**src/rtl/icache_refill.sv**
```systemverilog
// Instruction-cache line refill engine: issues one line-aligned memory read,
// writes each returned beat into the data array, and reports completion/errors.
module icache_refill #(
  parameter int WNUM  = 16,
  parameter int WBKSZ = 4,
  parameter int LAW   = 10,
  localparam int WW   = (WNUM > 1) ? $clog2(WNUM) : 1
) (
  input  logic                  clk,
  input  logic                  rst_n,
  input  logic                  miss_valid,
  output logic                  miss_ready,
  input  logic [31:0]           miss_paddr,
  input  logic [LAW-1:0]        miss_laddr,
  input  logic                  flush,
  output logic                  mem_req_valid,
  input  logic                  mem_req_ready,
  output logic [31:0]           mem_req_addr,
  input  logic                  mem_resp_valid,
  input  logic [WBKSZ*32-1:0]   mem_resp_data,
  input  logic                  mem_resp_last,
  output logic                  wr_en,
  output logic [LAW-1:0]        wr_laddr,
  output logic [WW-1:0]         wr_waddr,
  output logic [WBKSZ*32-1:0]   wr_data,
  output logic                  refill_done,
  output logic                  refill_err
);

  localparam int NBEAT = WNUM / WBKSZ;
  localparam int BW    = (NBEAT > 1) ? $clog2(NBEAT) : 1;
  localparam int OFFW  = $clog2(WNUM * 4);
  localparam logic [31:0]   ALIGN_MASK = ~((32'd1 << OFFW) - 32'd1);
  localparam logic [BW-1:0] LAST_BEAT  = BW'(NBEAT - 1);

  typedef enum logic [2:0] {IDLE, REQ, FILL, DRAIN, DONE} state_t;

  state_t              r_state;
  logic [31:0]         r_paddr;
  logic [LAW-1:0]      r_laddr;
  logic [BW-1:0]       r_beat;
  logic                r_mismatch;
  logic                r_wr_en;
  logic [LAW-1:0]      r_wr_laddr;
  logic [WW-1:0]       r_wr_waddr;
  logic [WBKSZ*32-1:0] r_wr_data;
  logic                r_done;
  logic                r_err;

  logic w_beat_last;
  logic w_last_bad;

  assign w_beat_last = (r_beat == LAST_BEAT);
  // The last marker must appear on exactly the final beat; the count still ends the line.
  assign w_last_bad  = (mem_resp_last != w_beat_last);

  assign miss_ready    = (r_state == IDLE);
  assign mem_req_valid = (r_state == REQ);
  assign mem_req_addr  = r_paddr;
  assign wr_en         = r_wr_en;
  assign wr_laddr      = r_wr_laddr;
  assign wr_waddr      = r_wr_waddr;
  assign wr_data       = r_wr_data;
  assign refill_done   = r_done;
  assign refill_err    = r_err;

  always_ff @(posedge clk) begin
    if (!rst_n) begin
      r_state    <= IDLE;
      r_paddr    <= '0;
      r_laddr    <= '0;
      r_beat     <= '0;
      r_mismatch <= 1'b0;
      r_wr_en    <= 1'b0;
      r_wr_laddr <= '0;
      r_wr_waddr <= '0;
      r_wr_data  <= '0;
      r_done     <= 1'b0;
      r_err      <= 1'b0;
    end else begin
      r_wr_en <= 1'b0;
      r_done  <= 1'b0;
      r_err   <= 1'b0;
      case (r_state)
        IDLE: begin
          if (miss_valid) begin
            r_paddr <= miss_paddr & ALIGN_MASK;
            r_laddr <= miss_laddr;
            r_state <= REQ;
          end
        end
        REQ: begin
          if (flush) begin
            r_state <= IDLE;
          end else if (mem_req_ready) begin
            r_beat     <= '0;
            r_mismatch <= 1'b0;
            r_state    <= FILL;
          end
        end
        FILL: begin
          if (mem_resp_valid) begin
            r_wr_en    <= 1'b1;
            r_wr_laddr <= r_laddr;
            r_wr_waddr <= WW'(r_beat) * WW'(WBKSZ);
            r_wr_data  <= mem_resp_data;
            r_beat     <= r_beat + BW'(1);
            if (w_beat_last) begin
              // A flush arriving with the final beat keeps the write but skips completion.
              if (flush) begin
                r_state <= IDLE;
              end else begin
                r_state <= DONE;
                r_done  <= 1'b1;
                r_err   <= r_mismatch | w_last_bad;
              end
            end else begin
              r_mismatch <= r_mismatch | w_last_bad;
              if (flush) r_state <= DRAIN;
            end
          end else if (flush) begin
            r_state <= DRAIN;
          end
        end
        DRAIN: begin
          if (mem_resp_valid) begin
            r_beat <= r_beat + BW'(1);
            if (w_beat_last) r_state <= IDLE;
          end
        end
        DONE: r_state <= IDLE;
        default: r_state <= IDLE;
      endcase
    end
  end

endmodule

```
**config.mk**
```make
export PLATFORM = sky130hd
export DESIGN_NAME = icache_refill
export DESIGN_NICKNAME = d
export VERILOG_FILES = /design/src/rtl/icache_refill.sv
export SDC_FILE = /design/constraint.sdc
export NUM_CORES = 1
export LEC_CHECK = 0
export ABC_AREA = 1
export BUFFER_PORTS_ARGS = -buffer_cell sky130_fd_sc_hd__buf_2
export CAP_MARGIN = 20
export CORE_AREA = 5 5 136 138
export DETAILED_ROUTE_END_ITERATION = 8
export DIE_AREA = 0 0 141 143
export PLACE_DENSITY = 0.72
export SETUP_SLACK_MARGIN = 0.02
export SYNTH_ARGS = -nofsm -noshare
export SYNTH_HDL_FRONTEND = slang
export SYNTH_SLANG_ARGS = --single-unit
```
**constraint.sdc**
```tcl
create_clock -name clk -period 3.4 [get_ports clk]
set_input_delay 0.68 -clock clk [delete_from_list [all_inputs] [get_ports clk]]
set_output_delay 0.68 -clock clk [all_outputs]
set_load 0.02 [all_outputs]
```
======== Yosys cells after proc, flatten, opt, wreduce, memory -nomap -nowiden ========
Index checks and enable logic that the tools add are counted.
operators by class
  add/sub/neg operators ................... 1
  $mul .................................... 0
  divide/modulo/power cells ............... 0
  $lt $le $gt $ge ......................... 0
  equal/unequal tests ..................... 14
  shift-type cells ........................ 0
  muxes and demuxes ....................... 21
  bitwise logic cells ..................... 5
  reductions and logical operators ........ 12
operators with widths
  operator               count
  $mux W3                9
  $ne A2 B2 Y1 const B   6
  $pmux W3 S4            1
  $reduce_and A4 Y1      3
  $eq A3 B2 Y1 const B   2
  $mux W1                6
  $mux W2                3
  $reduce_and A2 Y1      3
  $reduce_and A5 Y1      1
  $reduce_or A5 Y1       1
  $ne A2 B1 Y1 const B   2
  $not A1 Y1             4
  $pmux W2 S2            1
  $reduce_bool A2 Y1     2
  $eq A3 B1 Y1 const B   1
  $logic_not A3 Y1       1
  $ne A3 B2 Y1 const B   1
  $add A2 B1 Y2 const B  1
  $eq A2 B2 Y1 const B   1
  $pmux W1 S2            1
  $reduce_or A2 Y1       1
  $ne A1 B1 Y1           1
  $or A1 B1 Y1           1
storage, ports and cells
  register bits after elaboration ......... 185
  latch bits .............................. 0
  bits in writable memories ............... 0
  ROM bits ................................ 0
  input bits .............................. 177
  word-level logic and storage cells ...... 64
  memories kept ........................... 0

======== Depth between registers and ports, before layout ========
Gate-level depths: netlist of the first run.
  depth after elaboration ................. 6
  mapped depth ............................ 9

======== Least setup slack after synthesis of the first run ========
No wires, ideal clock.
  kind .................................... input -> register
  from .................................... input port mem_resp_valid
  to ...................................... register r_wr_data[89] (netlist: wr_data[89])
  setup time .............................. 70 ps
  arrival time ............................ 1,490 ps
  required time ........................... 3,330 ps
  slack ................................... 1,839 ps
  cell stages on the path ................. 5
  buffers on the path ..................... 3
  cell sequence ........................... buf_2 > buf_2 > buf_1 > nand3_1 > a21oi_1
on the way
  cells in the longest elaborated chain, start to end .. 1
RTL lines
  element                      line  source
  start: declaration           19    input logic mem_resp_valid,
  $reduce_and A2 Y1 (no line)  -
  end signal: assignment       106   r_wr_data <= mem_resp_data;
  end: declaration             46    logic [WBKSZ*32-1:0] r_wr_data;
Every way passes these cells.
A chain may end at the register's enable or synchronous reset.

======== Worst setup path after layout of the first run ========
  from .................................... register r_state[1]
  to ...................................... output port mem_req_valid
on the way
  cells in the longest elaborated chain, start to end .. 1
RTL lines
  element                   line  source
  start: declaration        38    state_t r_state;
  start signal: assignment  69    r_state <= IDLE;
  start signal: assignment  89    r_state <= REQ;
  start signal: assignment  94    r_state <= IDLE;
  $eq A3 B1 Y1              58    assign mem_req_valid = (r_state == REQ);
  end: declaration          16    output logic mem_req_valid,
Every way passes these cells.

==> impl_metrics.env, run 1 <==
export IMPL_dieArea_um2=20200
export IMPL_met3_usage=0.0720
export IMPL_yosys_area_top_type_share=0.538
export IMPL_clock_sinks=185
export IMPL_ant_nets=0
export IMPL_p_int_uw=3700
export IMPL_clockRootBuffer="clkbuf_16"
export IMPL_slowest_delay_ps=520
export IMPL_setup_tns_ps=0
export IMPL_max_slew_margin_rel=0.444
export IMPL_cts_resized=0
export IMPL_viasPerCell=5.00
export IMPL_final_hold_viol_count=0
export IMPL_critPathSlowestCell="dfxtp_1"
export IMPL_drc=0
export IMPL_p_sw_uw=1660
export IMPL_cts_buffers=17
export IMPL_grt_util_met2=0.326
export IMPL_synth_area_mux_share=0
export IMPL_maxCapViolations=0
export IMPL_period_share=0.614
export IMPL_critPathKind="reg -> out"
export IMPL_fin_worst_skew_ps=6.12
export IMPL_synth_edff_count=0
export IMPL_synth_xor_area_share=0
export IMPL_synth_top_family_by_area="simple AND/OR/NAND/NOR gates"
export IMPL_status="finished clean"
export IMPL_vias=6988
export IMPL_netlist_top_cells_area="dfxtp_1, nand3_1, a21oi_1"
export IMPL_synthAdderAreaFrac=0.00182
export IMPL_rsz0062_at_grt="false"
export IMPL_cp_start_kind="register"
export IMPL_synth_compound_area_frac=0.132
export IMPL_rows=48
export IMPL_max_freq_mhz=479
export IMPL_critPathCaptureType="output pin"
export IMPL_cp_arrival_ps=1410
export IMPL_cp_top_family="flip-flops"
export IMPL_p_per_area_nw_per_um2=584
export IMPL_ys_seq_area_frac=0.538
export IMPL_drtPass1Iterations=5
export IMPL_antenna_found_initial=1
export IMPL_layout_drive_gt1_share=0.333
export IMPL_cellLeakagePower_uw=0.00411
export IMPL_synthArstFlopShare=0
export IMPL_cts_htree_levels=4
export IMPL_setup_violations=0
export IMPL_grt_overflow=0
export IMPL_io_pins=356
export IMPL_routed_wl_mm=21.1
export IMPL_p_clk_frac=0.362
export IMPL_clockBufferDepth=2
export IMPL_cp_required_ps=2720
export IMPL_synthCells=866
export IMPL_port_buffers=341
export IMPL_switching_share=0.309
export IMPL_die_h_um=143
export IMPL_dpl_hpwl_mm=14.4
export IMPL_grt_usage=0.197
export IMPL_cp_max_fo=8
export IMPL_pwr_share_seq=0.447
export IMPL_final_common_cell="buf_2"
export IMPL_syn_to_final_growth_pct=33.4
export IMPL_final_area_um2=9180
export IMPL_crit_chain="nor2_1 -> nand2_1 -> inv_1 -> buf_2"
export IMPL_tightest_slew_ps=835
export IMPL_cts_tree="done"
export IMPL_yosysWarnings=0
export IMPL_fillers=1636
export IMPL_drv_slew=0
export IMPL_cts_hold_buf=0
export IMPL_synth_cell_types=23
export IMPL_grt_pass1_wl_mm=32.5
export IMPL_p_comb_frac=0.191
export IMPL_grtUsageMet1=0.238
export IMPL_irDropWorstVdd_v=0.000367
export IMPL_post_route_min_period_ps=2090
export IMPL_synth_simple_area_share=0.255
export IMPL_core_area_um2=17100
export IMPL_placed_area_um2=8600
export IMPL_grt_busiest_layer="met2"
export IMPL_cts_setup_buffers=0
export IMPL_syn_area_um2=6880
export IMPL_clk_latency_ps=420
export IMPL_start_util=0.404
export IMPL_layout_common_cells="buf_2, nand2_1, dfxtp_1, nand3_1, a21oi_1"
export IMPL_wire_per_inst_um=15.1
export IMPL_avgSynthCellArea_um2=7.95
export IMPL_synth_seq_cells=185
export IMPL_nets=1337
export IMPL_synth_top_cell_by_area="dfxtp_1"
export IMPL_crit_buf_inv=2
export IMPL_die_w_um=141
export IMPL_place_congestion=0.816
export IMPL_drtIter0Drc=379
export IMPL_grt_pass1_vias=6382
export IMPL_grt_max_degree=80
export IMPL_synth_ff_type="dfxtp_1"
export IMPL_cts_reportedPaths_clkPinSlew_ps=70
export IMPL_min_path_type="reg -> reg"
[worst paths after layout]
path	from	to	slack [ps]	cells after the start
max	r_state[1]	mem_req_valid	1310	4
min	wr_data[44]	wr_data[44]	460	2
max reg2reg	r_state[1]	wr_data[67]	1360	5
min reg2reg	wr_data[44]	wr_data[44]	460	2
[power by group through the flow]
stage | Clock [µW] | Combinational (µW) | Sequential (µW)
5_1_grt | 2090 | 1130 | 2410
3_5_place_dp | 0 | 1030 | 2440
6_report | 1940 | 1020 | 2400
2_1_floorplan | 0 | 564 | 2590
4_1_cts | 1990 | 1030 | 2400
3_3_place_gp | 0 | 1020 | 2440
[kinds of logic after synthesis]
| logic type | Yosys count |
|---|---|
| other | 1 |
| DFF | 185 |
| adders and majority gates | 1 |
| and+or+nand+nor | 398 |
| AOI/OAI and AO/OA | 181 |
| buffers and inverters | 100 |
[flip-flops by register name (all words and copies together) (netlist names), 2 cells and up]
| register | flops |
|---|---|
| wr_waddr | 2 |
| wr_laddr | 10 |
| wr_data | 128 |
| mem_req_addr | 26 |
| r_laddr | 10 |
| r_beat | 2 |
| r_state | 3 |
[metal layers]
metal | vias up | share of wire
li1 | 3486 | -
met1 | 3194 | 0.40
met2 | 282 | 0.48
met3 | 26 | 0.097
met4 | 0 | 0.018
met5 | - | 0
[per-stage QoR]
step	total power, µW	hold WS, ps	instances	utilization	setup WS [ps]
2_1_floorplan	3150	440	873	-	1840
3_3_place_gp	3460	445	1365	0.504	1150
3_5_place_dp	3480	450	1365	0.504	1160
4_1_cts	5420	461	1397	0.538	1300
5_1_grt	5630	475	1398	0.538	1160
6_report	5360	461	1398	0.538	1310
[synthesized netlist by cell type (3+ instances only)]
cell      count
a21oi_1     177
buf_1        10
buf_2        19
buf_4        21
buf_6         3
clkbuf_1     32
dfxtp_1     185
inv_1        12
inv_2         3
nand2_1     192
nand3_1     182
nor2_1       14
o21ai_0       3
[area by class of cell]
| type | count | area (µm²) | area share |
|---|---|---|---|
| clock buffer | 19 | 443 | 0.0482 |
| clock inverter | 13 | 136 | 0.0149 |
| tap | 225 | 282 | 0.0307 |
| antenna | 1 | 2.50 | 0.000272 |
| timing repair buffer | 352 | 1840 | 0.201 |
| sequential | 185 | 3700 | 0.403 |
| inverter | 15 | 61.3 | 0.00668 |
| multi-input combinational | 588 | 2710 | 0.296 |
[worst min-delay path, stage by stage (launching register included)]
cell     delay [ps]
dfxtp_1         310
nand2_1          60
a21oi_1          50
Note: power is estimated with default switching activity, not from simulation.
==> run 2: changes to the inputs <==
ABC_AREA = 0   (was 1)
CORE_AREA = 5 5 135 137   (was 5 5 136 138)
DIE_AREA = 0 0 140 142   (was 0 0 141 143)
PLACE_DENSITY = 0.71   (was 0.72)
clock period = 2 ns   (was 3.4 ns; I/O delays follow)
==> run 2 against run 1 <==
Wire length shrank 8.2%. Non-clock buffer count down 1. Core utilization fell by 0.80 points. Setup slack got worse by 1200 ps. Hold slack lost 250 ps. Sequential share of layout area rose by 0.90 points. Cell area down 2.2%.
==> impl_metrics.env, run 2 <==
export IMPL_status="finished clean"
export IMPL_grt_max_degree=85
export IMPL_cts_htree_levels=4
export IMPL_layout_common_cells="nand2_1, buf_2, dfxtp_1, a21oi_1, clkbuf_16"
export IMPL_clock_sinks=185
export IMPL_cts_tree="done"
export IMPL_placed_area_um2=8360
export IMPL_r2r_end="mem_req_addr[23]"
export IMPL_critPathSlowestCell="dfxtp_1"
export IMPL_critPathCaptureType="output pin"
export IMPL_cp_required_ps=1600
export IMPL_min_path_type="in -> reg"
export IMPL_cts_hold_buf=0
export IMPL_final_hold_viol_count=0
export IMPL_grt_usage=0.183
export IMPL_grt_pass1_wl_mm=29.5
export IMPL_p_per_area_nw_per_um2=897
export IMPL_synth_ff_type="dfxtp_1"
export IMPL_dieArea_um2=19900
export IMPL_cts_setup_buffers=0
export IMPL_antenna_found_initial=2
export IMPL_cts_reportedPaths_clkPinSlew_ps=70
export IMPL_irDropWorstVdd_v=0.000542
export IMPL_drv_slew=0
export IMPL_cts_resized=0
export IMPL_max_freq_mhz=539
export IMPL_wire_per_inst_um=14.2
export IMPL_crit_buf_inv=2
export IMPL_antenna_cells=0
export IMPL_cp_arrival_ps=1460
export IMPL_reg2reg_slack_ps=400
export IMPL_setup_tns_ps=0
export IMPL_grt_pass1_vias=5815
export IMPL_hold_path_end="wr_data[19]"
export IMPL_r2r_cells=3
export IMPL_period_share=0.928
export IMPL_yosys_top_cells_count="nand2_1, dfxtp_1, a21oi_1, clkbuf_1, buf_6"
export IMPL_start_util=0.392
export IMPL_place_congestion=0.840
export IMPL_pre_cts_ws_ps=400
export IMPL_cts_buffers=17
export IMPL_yosys_area_top_type_share=0.558
export IMPL_grt_overflow=0
export IMPL_core_area_um2=16900
export IMPL_setup_ws_ps=143
export IMPL_syn_to_final_growth_pct=35.3
export IMPL_cp_start_kind="register"
export IMPL_synthArstFlopShare=0
export IMPL_maxCapViolations=0
export IMPL_r2r_start="r_state[2]"
export IMPL_yosysWarnings=0
export IMPL_clockRootBuffer="clkbuf_16"
export IMPL_nets=1308
export IMPL_cellLeakagePower_uw=0.00403
export IMPL_vias=6330
export IMPL_die_h_um=142
export IMPL_fin_worst_skew_ps=11.1
export IMPL_synth_seq_cells=185
export IMPL_netlist_top_cells_area="dfxtp_1, nand2_1, a21oi_1"
export IMPL_port_buffers=341
export IMPL_final_area_um2=8980
export IMPL_synth_cell_types=30
export IMPL_critPathKind="reg -> out"
export IMPL_cp_top_family="flip-flops"
export IMPL_cp_max_fo=11
export IMPL_dpl_hpwl_mm=13.7
export IMPL_routed_wl_mm=19.4
export IMPL_rows=48
export IMPL_crit_chain="inv_1 -> nor3_1 -> buf_2"
export IMPL_slowest_delay_ps=550
export IMPL_place_inst=1336
export IMPL_drtPass1Iterations=7
export IMPL_viasPerCell=4.63
export IMPL_final_common_cell="nand2_1"
export IMPL_drtIter0Drc=285
export IMPL_finalPower_uw=8060
export IMPL_rsz0062_at_grt="false"
export IMPL_fin_cells=1367
export IMPL_largest_reg_flops=128
export IMPL_hold_depth=3
export IMPL_synth_edff_count=0
export IMPL_setup_violations=0
export IMPL_layout_drive_gt1_share=0.338
export IMPL_synthCells=822
export IMPL_drc=0
export IMPL_avgSynthCellArea_um2=8.08
export IMPL_ant_nets=0
export IMPL_hp_start="mem_resp_data[19]"
export IMPL_synth_most_common_cell="nand2_1"
export IMPL_clockBufferDepth=2
export IMPL_post_route_min_period_ps=1860
export IMPL_clk_latency_ps=420
export IMPL_synth_top_cell_by_area="dfxtp_1"
export IMPL_ys_seq_area_frac=0.558
export IMPL_syn_area_um2=6640
export IMPL_die_w_um=140
export IMPL_io_pins=356
[run 2: cell types whose count changed after synthesis, sizes merged, moves of 2 or more]
cell,change
nand4,-2
nand4bb,+2
inv,-11
o21a,+2
a31oi,+3
nand3,-182
nand2,+161
nor3,+4
buf,-17
nor4,-2
nor2,-12
[run 2: per-layer routing]
metal  wire length [µm]  GRT usage
met5                 27          0
met4                376     0.0566
met1               7770      0.214
met3               1820     0.0736
met2               9390      0.309
[run 2: stage by stage]
step	hold WS (ps)	utilization
2_1_floorplan	432	-
3_3_place_gp	438	0.494
3_5_place_dp	443	0.494
4_1_cts	189	0.530
5_1_grt	190	0.530
6_report	210	0.530
[run 2: tightest hold or removal path, cell delays in order]
cell and delay (ps):
buf_2 90, nand2_1 40, a21oi_1 50
[run 2: kinds of logic after synthesis]
group           after synthesis  synth area share
compound gates              189             0.146
fa+ha+maj                     1           0.00188
buf+inv                      73            0.0703
flops                       185             0.558
mux                           1           0.00151
other cells                   1          0.000565
simple gates                372             0.222
[run 2: area by class of cell]
class	count	area [µm²]
Clock buffer	18	429
Clock inverter	13	193
Fill cell	1661	7950
Inverter	4	17.5
Multi-Input combinational cell	571	2510
Sequential cell	185	3700
Tap cell	225	282
Timing Repair Buffer	351	1840
[run 2: power by group]
part           internal [µW]  switching, µW  leakage (µW)  total (µW)
sequential              3780           48.6       0.00150        3820
combinational            269            413       0.00223         683
clock                   2110           1450      0.000296        3550
[run 2: how the worst max path moves through the flow]
stage / cells after the start / slack [ps] / startpoint / end
finish: 3 / 140 / r_state[0] / mem_req_valid
global route: 3 / 60 / r_state[0] / mem_req_valid
CTS: 3 / 130 / r_state[0] / mem_req_valid
detailed placement: 3 / 400 / r_state[2] / r_laddr[6]
global placement: 3 / 420 / r_state[2] / mem_req_addr[23]
floorplan: 6 / 570 / r_state[0] / mem_req_addr[10]
